### config.mk
export PLATFORM = sky130hd
export DESIGN_NAME = ds_rate_sched
export DESIGN_NICKNAME = d
export VERILOG_FILES = /design/src/rtl/ds_sched_pkg.sv /design/src/rtl/ds_sched_chan.sv /design/src/rtl/ds_rate_sched.sv
export SDC_FILE = /design/constraint.sdc
export NUM_CORES = 1
export LEC_CHECK = 0
export BUFFER_PORTS_ARGS = -buffer_cell sky130_fd_sc_hd__buf_4
export CORE_MARGIN = 8
export CORE_UTILIZATION = 57
export DETAILED_ROUTE_END_ITERATION = 8
export PLACE_DENSITY = 0.8
export SETUP_SLACK_MARGIN = 0.15
export SLEW_MARGIN = 20
export SYNTH_ARGS = -nofsm -noshare
export SYNTH_HDL_FRONTEND = slang
export SYNTH_SLANG_ARGS = --single-unit
### constraint.sdc
create_clock -name i_clk -period 6.01 [get_ports i_clk]
set_input_delay 0.3005 -clock i_clk [delete_from_list [all_inputs] [get_ports i_clk]]
set_output_delay 0.3005 -clock i_clk [all_outputs]
set_load 0.01 [all_outputs]
### src/rtl/ds_sched_pkg.sv
// Shared constants for the multi-rate down-sampling scheduler: FSM encodings,
// channel limits, config field widths and the drop-counter helper.
package ds_sched_pkg;

  localparam int STATE_W = 2;
  localparam logic [STATE_W-1:0] ST_IDLE  = 2'd0;
  localparam logic [STATE_W-1:0] ST_RUN   = 2'd1;
  localparam logic [STATE_W-1:0] ST_DRAIN = 2'd2;

  localparam int MAX_CH     = 8;
  localparam int CFG_CH_W   = 3;
  localparam int DROP_CNT_W = 8;

  function automatic logic [DROP_CNT_W-1:0] sat_inc(input logic [DROP_CNT_W-1:0] v);
    return (&v) ? v : v + DROP_CNT_W'(1);
  endfunction

endpackage

### src/rtl/ds_sched_chan.sv
// One decimation channel: shadow/active ratio+phase, phase counter, 1-entry output
// holding register and sticky overrun. DS_SCHED_DROP_CNT_EN adds a saturating drop count.
module ds_sched_chan
  import ds_sched_pkg::*;
#(
  parameter int DATA_W  = 16,
  parameter int RATIO_W = 8
) (
  input  logic               i_clk,
  input  logic               i_rst,
  input  logic               i_idle,
  input  logic               i_start,
  input  logic               i_accept,
  input  logic [DATA_W-1:0]  i_in_data,
  input  logic               i_cfg_wr,
  input  logic [RATIO_W-1:0] i_cfg_ratio,
  input  logic [RATIO_W-1:0] i_cfg_phase,
  input  logic               i_out_ready,
  input  logic               i_ovr_clr,
  output logic               o_out_valid,
  output logic [DATA_W-1:0]  o_out_data,
  output logic               o_overrun
`ifdef DS_SCHED_DROP_CNT_EN
  ,
  output logic [DROP_CNT_W-1:0] o_drop_cnt
`endif
);

  logic [RATIO_W-1:0] shadow_ratio;
  logic [RATIO_W-1:0] shadow_phase;
  logic [RATIO_W-1:0] act_ratio;
  logic [RATIO_W-1:0] act_phase;
  logic [RATIO_W-1:0] cnt;
  logic [RATIO_W-1:0] next_ratio;
  logic [RATIO_W-1:0] next_phase;
  logic               enabled;
  logic               step;
  logic               hit;
  logic               wrap;
  logic               load;
  logic               drop;

  // A write landing on the wrap cycle must be the value picked up by that wrap.
  assign next_ratio = i_cfg_wr ? i_cfg_ratio : shadow_ratio;
  assign next_phase = i_cfg_wr ? i_cfg_phase : shadow_phase;

  assign enabled = (act_ratio != '0);
  assign step    = i_accept && enabled;
  assign hit     = step && (cnt == act_phase);
  assign wrap    = step && (cnt == act_ratio - RATIO_W'(1));
  assign load    = !enabled || i_idle || wrap;
  assign drop    = hit && o_out_valid && !i_out_ready;

  always_ff @(posedge i_clk or posedge i_rst) begin
    if (i_rst) begin
      shadow_ratio <= '0;
      shadow_phase <= '0;
      act_ratio    <= '0;
      act_phase    <= '0;
    end else begin
      shadow_ratio <= next_ratio;
      shadow_phase <= next_phase;
      if (load) begin
        act_ratio <= next_ratio;
        act_phase <= next_phase;
      end
    end
  end

  always_ff @(posedge i_clk or posedge i_rst) begin
    if (i_rst) begin
      cnt <= '0;
    end else if (i_start || load) begin
      cnt <= '0;
    end else if (step) begin
      cnt <= cnt + RATIO_W'(1);
    end
  end

  // Holding register: a hit is only taken when the slot is free or being emptied.
  always_ff @(posedge i_clk or posedge i_rst) begin
    if (i_rst) begin
      o_out_valid <= 1'b0;
      o_out_data  <= '0;
    end else if (hit && (!o_out_valid || i_out_ready)) begin
      o_out_valid <= 1'b1;
      o_out_data  <= i_in_data;
    end else if (o_out_valid && i_out_ready) begin
      o_out_valid <= 1'b0;
    end
  end

  always_ff @(posedge i_clk or posedge i_rst) begin
    if (i_rst) begin
      o_overrun <= 1'b0;
    end else if (drop) begin
      o_overrun <= 1'b1;
    end else if (i_ovr_clr) begin
      o_overrun <= 1'b0;
    end
  end

`ifdef DS_SCHED_DROP_CNT_EN
  always_ff @(posedge i_clk or posedge i_rst) begin
    if (i_rst) begin
      o_drop_cnt <= '0;
    end else if (i_ovr_clr) begin
      o_drop_cnt <= drop ? DROP_CNT_W'(1) : '0;
    end else if (drop) begin
      o_drop_cnt <= sat_inc(o_drop_cnt);
    end
  end
`endif

endmodule

### src/rtl/ds_rate_sched.sv
// Multi-rate down-sampling scheduler top: run/stop FSM, config decode, per-channel
// decimators and output packing. DS_SCHED_DROP_CNT_EN adds o_drop_cnt.
module ds_rate_sched
  import ds_sched_pkg::*;
#(
  parameter int DATA_W  = 16,
  parameter int NUM_CH  = 3,
  parameter int RATIO_W = 8
) (
  input  logic                     i_clk,
  input  logic                     i_rst,
  input  logic                     i_en,
  input  logic                     i_cfg_wr,
  input  logic [CFG_CH_W-1:0]      i_cfg_ch,
  input  logic [RATIO_W-1:0]       i_cfg_ratio,
  input  logic [RATIO_W-1:0]       i_cfg_phase,
  input  logic                     i_in_valid,
  input  logic [DATA_W-1:0]        i_in_data,
  output logic                     o_in_ready,
  output logic [NUM_CH-1:0]        o_out_valid,
  output logic [NUM_CH*DATA_W-1:0] o_out_data,
  input  logic [NUM_CH-1:0]        i_out_ready,
  input  logic                     i_ovr_clr,
  output logic [NUM_CH-1:0]        o_overrun,
  output logic                     o_busy
`ifdef DS_SCHED_DROP_CNT_EN
  ,
  output logic [NUM_CH*DROP_CNT_W-1:0] o_drop_cnt
`endif
);

  logic [STATE_W-1:0] state;
  logic [STATE_W-1:0] state_nxt;
  logic               idle;
  logic               start;
  logic               accept;

  assign idle       = (state == ST_IDLE);
  assign start      = idle && i_en;
  assign o_in_ready = (state == ST_RUN);
  assign o_busy     = !idle;
  assign accept     = i_in_valid && o_in_ready;

  // DRAIN waits for every holding register to empty unless the run request returns.
  always_comb begin
    state_nxt = state;
    case (state)
      ST_IDLE:  if (i_en) state_nxt = ST_RUN;
      ST_RUN:   if (!i_en) state_nxt = ST_DRAIN;
      ST_DRAIN: begin
        if (i_en) begin
          state_nxt = ST_RUN;
        end else if (o_out_valid == '0) begin
          state_nxt = ST_IDLE;
        end
      end
      default:  state_nxt = ST_IDLE;
    endcase
  end

  always_ff @(posedge i_clk or posedge i_rst) begin
    if (i_rst) begin
      state <= ST_IDLE;
    end else begin
      state <= state_nxt;
    end
  end

  for (genvar g = 0; g < NUM_CH; g++) begin : g_ch
    logic cfg_wr_ch;

    assign cfg_wr_ch = i_cfg_wr && (i_cfg_ch == CFG_CH_W'(g));

    ds_sched_chan #(
      .DATA_W  (DATA_W),
      .RATIO_W (RATIO_W)
    ) u_chan (
      .i_clk       (i_clk),
      .i_rst       (i_rst),
      .i_idle      (idle),
      .i_start     (start),
      .i_accept    (accept),
      .i_in_data   (i_in_data),
      .i_cfg_wr    (cfg_wr_ch),
      .i_cfg_ratio (i_cfg_ratio),
      .i_cfg_phase (i_cfg_phase),
      .i_out_ready (i_out_ready[g]),
      .i_ovr_clr   (i_ovr_clr),
      .o_out_valid (o_out_valid[g]),
      .o_out_data  (o_out_data[g*DATA_W +: DATA_W]),
      .o_overrun   (o_overrun[g])
`ifdef DS_SCHED_DROP_CNT_EN
      ,
      .o_drop_cnt  (o_drop_cnt[g*DROP_CNT_W +: DROP_CNT_W])
`endif
    );
  end

endmodule

==> impl_metrics.ini, run 1 <==
[timing]
slew_headroom_pct = 32.2
drv_slew = 0
finClkSkew_ns = 0.00863
period_needed_ns = 3.26
setup_violations = 0
fmax_mhz = 307
tns_ns = 0
worst_pin_slew_ns = 1.01
hold_viol = 0
rsz0062_at_grt = false
period_share_pct = 54.2

[setup_path]
critPathSlowestCell = nand4_1
critPathMaxStageDelay_ns = 0.91
start_kind = flip-flop
cp_cell_sequence = nand3b_1 > a21oi_1 > nand4_1 > mux2_2
critPathMaxFanout = 16
critical_path_class = reg -> reg
crit_arrival_ns = 3.56
required_ns = 6.31
end_kind = flip-flop

[floorplanning]
die_h_microns = 135
die_area_sq_um = 18200
ios = 100
row_count = 43
die_w_microns = 135
core_area_sq_um = 13800
start_util_pct = 58.2

[placed_design]
port_buffers = 99
finalWeightedCongestion = 0.864
place_inst = 858
dp_hpwl_microns = 12500

[yosys]
synth-seq-cells = 176
ys_types = 49
synthTopCellsByArea = dfrtp_1 55%, mux2_2 18%, xnor2_1 4.2%, xor2_1 4.0%, mux2_4 1.9%
synth_area_sq_um = 8040
synthCells = 611
seq_area_frac_synth_pct = 54.8
synthesis.nets = 664
synth_warnings = 0
yosysTopAreaCell = dfrtp_1
synthDominantCellAreaShare_pct = 54.8
synth-edff-count = 0
ys_async_sr_fraction_pct = 100
synth_ff_type = dfrtp_1
syn-mean-instance-area_sq_um = 13.2

[drt]
dr_total_vias = 4983
drt_iter0_drc = 324
drc = 0
final_antenna_net_count = 0
wl_per_cell_microns = 19.5
routed_wl_microns = 17400
routed_via_density = 5.59
first_pass_iters = 4

[cells_and_area]
final_net_count = 752
area_growth_pct = 18.8
fill_cells = 946
drive_above_1_share_pct = 39.6
final_util_pct = 69.1
n_antenna_cell = 0
final_cells = 892

[run]
maxCapViolations = 0

[global_routing]
antenna_found_initial = 0
grt_pass1_vias = 5459
track_usage_pct = 19.8
grt_pass1_wl_microns = 28300
grt_max_degree = 95
overflow = 0

[clock_network]
clkLatencyLatePin_ns = 0.42
cts_sinks = 176
post-cts-setup-buffer-count = 0
cts_max_level = 4
holdBufCountCts = 0
clkSlewWorstSetupHoldPaths_ns = 0.06
clockBufferDepth = 2
cts_resized = 0
tritoncts = built
cts_root_buffer = clkbuf_16
cts_made_buffers = 17

[power_and_ir_drop]
powerDensity_nw_per_um2 = 412
irDropWorstVdd_mv = 0.264
p_leak_nw = 4.46

[run_status]
status = complete, no violations

[min_path]
hp-class = in -> async
## state kept, by name, indices dropped and copies added, names as in the netlist
register	flops
g_ch.u_chan.o_out_valid	3
g_ch.u_chan.shadow_ratio	24
g_ch.u_chan.o_overrun	3
g_ch.u_chan.act_phase	24
g_ch.u_chan.shadow_phase	24
g_ch.u_chan.act_ratio	24
state	2
g_ch.u_chan.o_out_data	48
g_ch.u_chan.cnt	24
## synthesized netlist by cell type (6+ instances only)
cell and count:
buf_4 6, nand2b_1 7, nand3_1 11, xor2_1 37, nor3_1 12, inv_1 11, ha_1 9, nand2_1 20
mux2_4 10, nor2_1 17, dfrtp_1 176, nor4_1 10, xnor2_1 39, a21oi_1 6, nand4_1 9, mux2_2 131
and2_1 13, clkbuf_1 18
## final timing paths
path                                                 from                              to  slack, ns  cells after the start
min reg2reg                g_ch[1].u_chan.shadow_ratio[7]  g_ch[1].u_chan.shadow_ratio[7]       0.49                      1
max reg2reg                                      state[1]    g_ch[2].u_chan.o_out_data[6]       2.75                      4
max                                              state[1]    g_ch[2].u_chan.o_out_data[6]       2.75                      4
max in group asynchronous                           i_rst                        state[0]       4.76                      3
min                                                 i_rst    g_ch[2].u_chan.o_out_data[7]       0.01                      2
min in group i_clk                                   i_en                        state[1]       0.04                      2
## layout make-up
cell class              count  area [sq um]  area share (%)
clock buffers              23           458            4.79
clock inverters             9           158            1.65
inverters                  11          46.3           0.485
multi-input cells         390          3470            36.4
flip-flops and latches    176          4400            46.1
well taps                 180           225            2.36
repair buffers            103           788            8.25
## per-layer routing
metal | share of wire, % | wire [microns] | track usage [%]
met5 | 0 | 0 | 0
met3 | 7.0 | 1220 | 6.91
met2 | 50 | 8710 | 32.8
met4 | 1.7 | 297 | 6.36
met1 | 41 | 7200 | 23.8
## metrics by stage
step / setup slack [ns] / hold slack [ns] / area, sq um / total power, mW
after floorplan: 0.936 / 0.367 / 8040 / 2.40
after global placement: 2.79 / 0.471 / 8880 / 2.74
after detailed placement: 2.74 / 0.473 / 8890 / 2.80
after CTS: 2.74 / 0.0238 / 9510 / 3.96
after global routing: 2.45 / 0.0298 / 9550 / 4.14
final: 2.75 / 0.0140 / 9550 / 3.94
## cells in the final DEF, fill, tap and decap left out, types with 12 or more instances in the layout
cell       instances
dfrtp_1          176
mux2_2           131
buf_4             99
xnor2_1           39
xor2_1            37
nand2_1           20
nor2_1            17
clkbuf_16         17
and2_1            13
nor3_1            12
## cells by family after synthesis
logic type,synth area share (%)
flip-flops,54.8
AO/OA/AOI/OAI,2.63
adder cells (fa/ha/maj),1.40
XOR/XNOR,8.28
multiplexers,21.0
AND/OR/NAND/NOR,9.06
buffers and inverters,2.85
## power breakdown
part | switching (mW) | internal [mW] | total, mW
Sequential | 0.242 | 1.49 | 1.74
Clock | 0.441 | 0.708 | 1.15
Combinational | 0.469 | 0.586 | 1.06
Total | 1.15 | 2.79 | 3.94
## critical path: cells and delay by family (launching register included)
| family | cells | cell delay, ns |
|---|---|---|
| DFF | 1 | 0.41 |
| AOI/OAI and AO/OA | 1 | 0.68 |
| muxes | 1 | 0.60 |
| and+or+nand+nor | 2 | 1.45 |
No activity file was read; power rests on OpenSTA's default activity.
==> run 2: changes to the inputs <==
- clock period: 6.01 -> 3.2 ns (I/O delays scaled with it)
==> run 2 against run 1 <==
Setup slack lost 2.3 ns. Critical endpoint is now g_ch[2].u_chan.act_phase[2]. First-iteration DRC count is 3.4% lower. Total power up 86%. Wire length grew 0.85%. Via count is 3.5% higher. Critical path depth grew 4. Sequential share of layout area fell by 1.1 points. Combinational power rose by 90%. Register-to-register slack worse by 2.3 ns. Clock power rose by 78%.
==> impl_metrics.ini, run 2 (same netlist as run 1, synthesis figures left out) <==
[drt]
dr_total_vias = 5157
wl_per_cell_microns = 19.1
routed_via_density = 5.60
drt_iter0_drc = 313
drc = 0
routed_wl_microns = 17600
first_pass_iters = 4
final_antenna_net_count = 0

[timing]
slew_headroom_pct = 44.0
period_needed_ns = 2.78
worst_pin_slew_ns = 0.838
rsz0062_at_grt = false
tns_ns = 0
setup_violations = 0
period_share_pct = 86.8
hold_ws_ns = 0.0122
finClkSkew_ns = 0.00729
finalWorstSetupSlack_ns = 0.422
hold_viol = 0
drv_slew = 0
fmax_mhz = 360

[placed_design]
dp_hpwl_microns = 12600
pre_cts_slack_ns = 0.440
finalWeightedCongestion = 0.879
port_buffers = 99
place_inst = 869
placed_area_sq_um = 9010

[floorplanning]
die_w_microns = 135
die_h_microns = 135
start_util_pct = 58.2
core_area_sq_um = 13800
ios = 100
die_area_sq_um = 18200
row_count = 43

[cells_and_area]
area_growth_pct = 21.8
final_cell_mix = 176 x dfrtp_1, 131 x mux2_2, 109 x buf_4
post-route-cell-area_sq_um = 9790
final_net_count = 780
fill_cells = 910
largest_reg_flops = 48
seqCellArea_sq_um = 4400
final_cells = 921
drive_above_1_share_pct = 39.9
final_common_cell = dfrtp_1
multiInputGateArea_sq_um = 3460
regMostFlops = g_ch.u_chan.o_out_data

[clock_network]
cts_resized = 0
clkLatencyLatePin_ns = 0.43
tritoncts = built
cts_made_buffers = 17
cts_root_buffer = clkbuf_16
cts_sinks = 176
clkSlewWorstSetupHoldPaths_ns = 0.07
clockBufferDepth = 2
cts_max_level = 4

[power_and_ir_drop]
p_leak_nw = 4.57
irDropWorstVdd_mv = 0.469
powerDensity_nw_per_um2 = 747

[setup_path]
end_kind = flip-flop
cp_cell_sequence = inv_1 > ha_1 > xnor2_1 > or4_1 > a211oi_1 > a31oi_2 > buf_12 > mux2_1
crit_arrival_ns = 3.08
critical_path_class = reg -> reg
critPathMaxStageDelay_ns = 0.49
critPathSlowestCell = or4_1
critical-path-top-delay-family = compound AO/OA/AOI/OAI gates
required_ns = 3.50
start_kind = flip-flop
critPathBufInv = 2
critPathMaxFanout = 16

[min_path]
hp-class = in -> reg

[global_routing]
antenna_found_initial = 0
grt_pass1_wl_microns = 28900
overflow = 0
track_usage_pct = 20.3
grt_pass1_vias = 5576
grt_max_degree = 88

[run_status]
status = complete, no violations

[run]
maxCapViolations = 0
run 2: cell types whose count changed in the layout (fill, tap and decap cells not counted), sizes merged:
cell | before | now
dlygate4sd3 | 0 | 19
buf | 103 | 112
clkbuf | 23 | 20
bufinv | 4 | 2
clkinv | 3 | 5
clkinvlp | 2 | 4
diode | 0 | 1
inv | 11 | 12
run 2: area by class of cell:
class                           count  share of cell area [%]
Clock buffer                       20                    4.66
Tap cell                          180                    2.30
Sequential cell                   176                    45.0
Multi-Input combinational cell    390                    35.3
Timing Repair Buffer              131                    10.9
Clock inverter                     12                    1.35
Antenna cell                        1                  0.0256
Inverter                           11                   0.460
run 2: worst reg2reg max path, cell delays in order, from the launching register on:
cell and delay (ns):
dfrtp_1 0.45, inv_1 0.10, ha_1 0.31, xnor2_1 0.12, or4_1 0.49, a211oi_1 0.29
a31oi_2 0.32, buf_12 0.25, mux2_1 0.32
run 2: power by group:
group,internal (mW),leakage [nW],switching (mW)
Combinational,1.13,2.06,0.878
Sequential,2.81,2.23,0.447
Clock,1.19,0.283,0.855
Total,5.13,4.57,2.18
run 2: what timing repair did:
item / 4_1_cts / 5_1_grt
setup buffers: 0 / 0
hold buffers: 19 / 0
endpoints found under the hold margin: 89 / 0
run 2: path summary, 6_finish.rpt:
| kind | slack (ns) | cells after the start | startpoint | endpoint |
|---|---|---|---|---|
| setup / recovery | 0.42 | 8 | g_ch[2].u_chan.act_ratio[0] | g_ch[2].u_chan.act_phase[2] |
| hold / removal | 0.01 | 2 | i_cfg_ratio[5] | g_ch[1].u_chan.shadow_ratio[5] |
| setup reg to reg | 0.42 | 8 | g_ch[2].u_chan.act_ratio[0] | g_ch[2].u_chan.act_phase[2] |
| hold reg to reg | 0.49 | 1 | g_ch[0].u_chan.shadow_phase[4] | g_ch[0].u_chan.shadow_phase[4] |
| max in group asynchronous | 1.87 | 4 | i_rst | g_ch[1].u_chan.shadow_phase[7] |
| min in group asynchronous | 0.45 | 3 | i_rst | g_ch[2].u_chan.o_out_data[4] |
run 2: layer usage:
metal	part of all wire (%)	routed length [microns]	track usage, %	vias up
li1	-	-	-	2360
met1	42	7320	24.5	2626
met2	50	8810	33.6	142
met3	6.6	1170	6.13	29
met4	1.6	280	7.11	0
met5	0	0	0	-
run 2: per-stage QoR:
stage               power [mW]  utilization [%]
global route              7.69             70.8
CTS                       7.36             70.8
detailed placement        5.27             65.2
finish                    7.31             70.8
global placement          5.15             65.2
floorplan                 4.51                -
==> run 3: changes to the inputs <==
- BUFFER_PORTS_ARGS: -buffer_cell sky130_fd_sc_hd__buf_4 -> -buffer_cell sky130_fd_sc_hd__buf_2
- CELL_PAD_IN_SITES_DETAIL_PLACEMENT: unset -> 0
- CELL_PAD_IN_SITES_GLOBAL_PLACEMENT: unset -> 1
- CORE_UTILIZATION: 57 -> 47
- SLEW_MARGIN: 20 -> unset
==> run 3 against run 2 <==
Register-to-register slack got worse by 0.07 ns. Cell count rose by 4.8%. Global-route usage fell by 2.7 points. Non-clock buffer count did not move. Hold slack improved by 0.016 ns. Sequential share of layout area rose by 0.90 points. Cell area fell by 2.0%. Setup slack got worse by 0.065 ns. Die area rose by 19%.
==> impl_metrics.ini, run 3 (same netlist as run 1, synthesis figures left out) <==
[cells_and_area]
final_cells = 965
final_util_pct = 56.5
multiInputGateArea_sq_um = 3470
seqCellArea_sq_um = 4400
area_growth_pct = 19.4
n_antenna_cell = 0
final_cell_mix = 176 x dfrtp_1, 131 x mux2_2, 99 x buf_2
drive_above_1_share_pct = 40.0
fill_cells = 1384
regMostFlops = g_ch.u_chan.o_out_data
final_common_cell = dfrtp_1
largest_reg_flops = 48
final_net_count = 780

[setup_path]
ff2ff_setup_slack_ns = 0.36
critical_path_class = reg -> reg
cp_cell_sequence = inv_1 > ha_1 > xnor2_1 > or4_1 > a211oi_1 > a31oi_4 > mux2_1
start_kind = flip-flop
r2r_end = g_ch[2].u_chan.act_phase[2]
crit_end = g_ch[2].u_chan.act_phase[2]
critPathMaxFanout = 23
end_kind = flip-flop
critPathMaxStageDelay_ns = 0.51
critPathSlowestCell = or4_1
reg2reg_from = g_ch[2].u_chan.act_ratio[0]
crit_path_start = g_ch[2].u_chan.act_ratio[0]
required_ns = 3.51
reg2regPathDepth = 7
crit_arrival_ns = 3.15

[clock_network]
clockBufferDepth = 2
post-cts-setup-buffer-count = 0
cts_max_level = 4
cts_sinks = 176
cts_made_buffers = 17
clkLatencyLatePin_ns = 0.43
tritoncts = built
cts_root_buffer = clkbuf_16
clkSlewWorstSetupHoldPaths_ns = 0.07

[global_routing]
track_usage_pct = 17.5
grt_max_degree = 114
grt_pass1_wl_microns = 30200
overflow = 0
antenna_found_initial = 1
grt_pass1_vias = 5615

[power_and_ir_drop]
switching_share_pct = 31.4
irDropWorstVdd_mv = 0.486
powerDensity_nw_per_um2 = 748
power_switching_mw = 2.25
seqPwrFrac_pct = 45.0
p_leak_nw = 4.53
power.internal_mw = 4.92
clockPowerShare_pct = 28.8
combPwrFrac_pct = 26.2

[placed_design]
finalWeightedCongestion = 0.878
port_buffers = 99
place_inst = 914
dp_hpwl_microns = 13000
pre_cts_slack_ns = 0.240

[drt]
final_antenna_net_count = 0
wl_per_cell_microns = 18.5
dr_total_vias = 5110
routed_via_density = 5.30
first_pass_iters = 4
routed_wl_microns = 17900
drt_iter0_drc = 209
drc = 0

[run_status]
status = complete, no violations

[timing]
finalWorstSetupSlack_ns = 0.357
finClkSkew_ns = 0.0111
slew_headroom_pct = 48.1
setup_violations = 0
period_needed_ns = 2.84
drv_slew = 0
fmax_mhz = 352
worst_pin_slew_ns = 0.778
tns_ns = 0
hold_viol = 0
period_share_pct = 88.8
rsz0062_at_grt = false

[floorplanning]
die_h_microns = 147
ios = 100
row_count = 48
start_util_pct = 47.3
core_area_sq_um = 17000
die_area_sq_um = 21600
die_w_microns = 147

[min_path]
hp-class = in -> reg

[run]
maxCapViolations = 0
[run 3: worst max-delay path, delay by kind of cell, from the launching register on]
family          cells  cell delay, ns
compound gates      2            0.84
xor+xnor            1            0.12
fa+ha+maj           1            0.31
buf+inv             1            0.09
flops               1            0.44
mux                 1            0.41
simple gates        1            0.51
[run 3: cell type report]
class | count | area share [%]
flip-flops and latches | 176 | 45.9
multi-input cells | 390 | 36.1
inverters | 11 | 0.469
clock inverters | 15 | 1.76
repair buffers | 131 | 8.42
clock buffers | 17 | 4.43
well taps | 225 | 2.93
[run 3: worst min path at each step]
stage                   start                             end  slack (ns)  cells after the start
2_1_floorplan            i_en                        state[1]        0.23                      1
5_1_grt        i_cfg_phase[5]  g_ch[0].u_chan.shadow_phase[5]        0.03                      2
3_3_place_gp            i_rst     g_ch[2].u_chan.act_phase[0]        0.15                      2
4_1_cts        i_out_ready[2]      g_ch[2].u_chan.o_out_valid        0.01                      3
6_report       i_out_ready[2]      g_ch[2].u_chan.o_out_valid        0.03                      3
3_5_place_dp            i_rst     g_ch[2].u_chan.act_phase[0]        0.16                      2
[run 3: metrics by stage]
stage	total power, mW	cell area [sq um]	hold WS [ns]
2_1_floorplan	4.51	8050	0.226
3_3_place_gp	5.03	8810	0.153
3_5_place_dp	5.13	8810	0.160
4_1_cts	7.24	9590	0.0140
5_1_grt	7.60	9600	0.0304
6_report	7.18	9600	0.0284
[run 3: power groups by stage]
stage | logic (mW) | registers, mW | clock network [mW]
after floorplan | 1.26 | 3.25 | 0
after global routing | 2.07 | 3.32 | 2.20
after CTS | 1.89 | 3.23 | 2.12
after global placement | 1.80 | 3.23 | 0
after detailed placement | 1.87 | 3.27 | 0
final | 1.88 | 3.23 | 2.07
[run 3: per-layer routing]
metal | GRT usage (%) | part of all wire (%) | up-vias
met2 | 27.4 | 47 | 126
met4 | 5.15 | 1.2 | 2
li1 | - | - | 2360
met1 | 22.2 | 45 | 2601
met5 | 0 | 0.045 | -
met3 | 6.61 | 7.3 | 21
[run 3: timing repair]
| action | in CTS | in global routing |
|---|---|---|
| hold buffers | 19 | 0 |
| resized for setup | 0 | 1 |
| endpoints found under the setup margin | 0 | 16 |
| hold endpoints to repair | 66 | 0 |
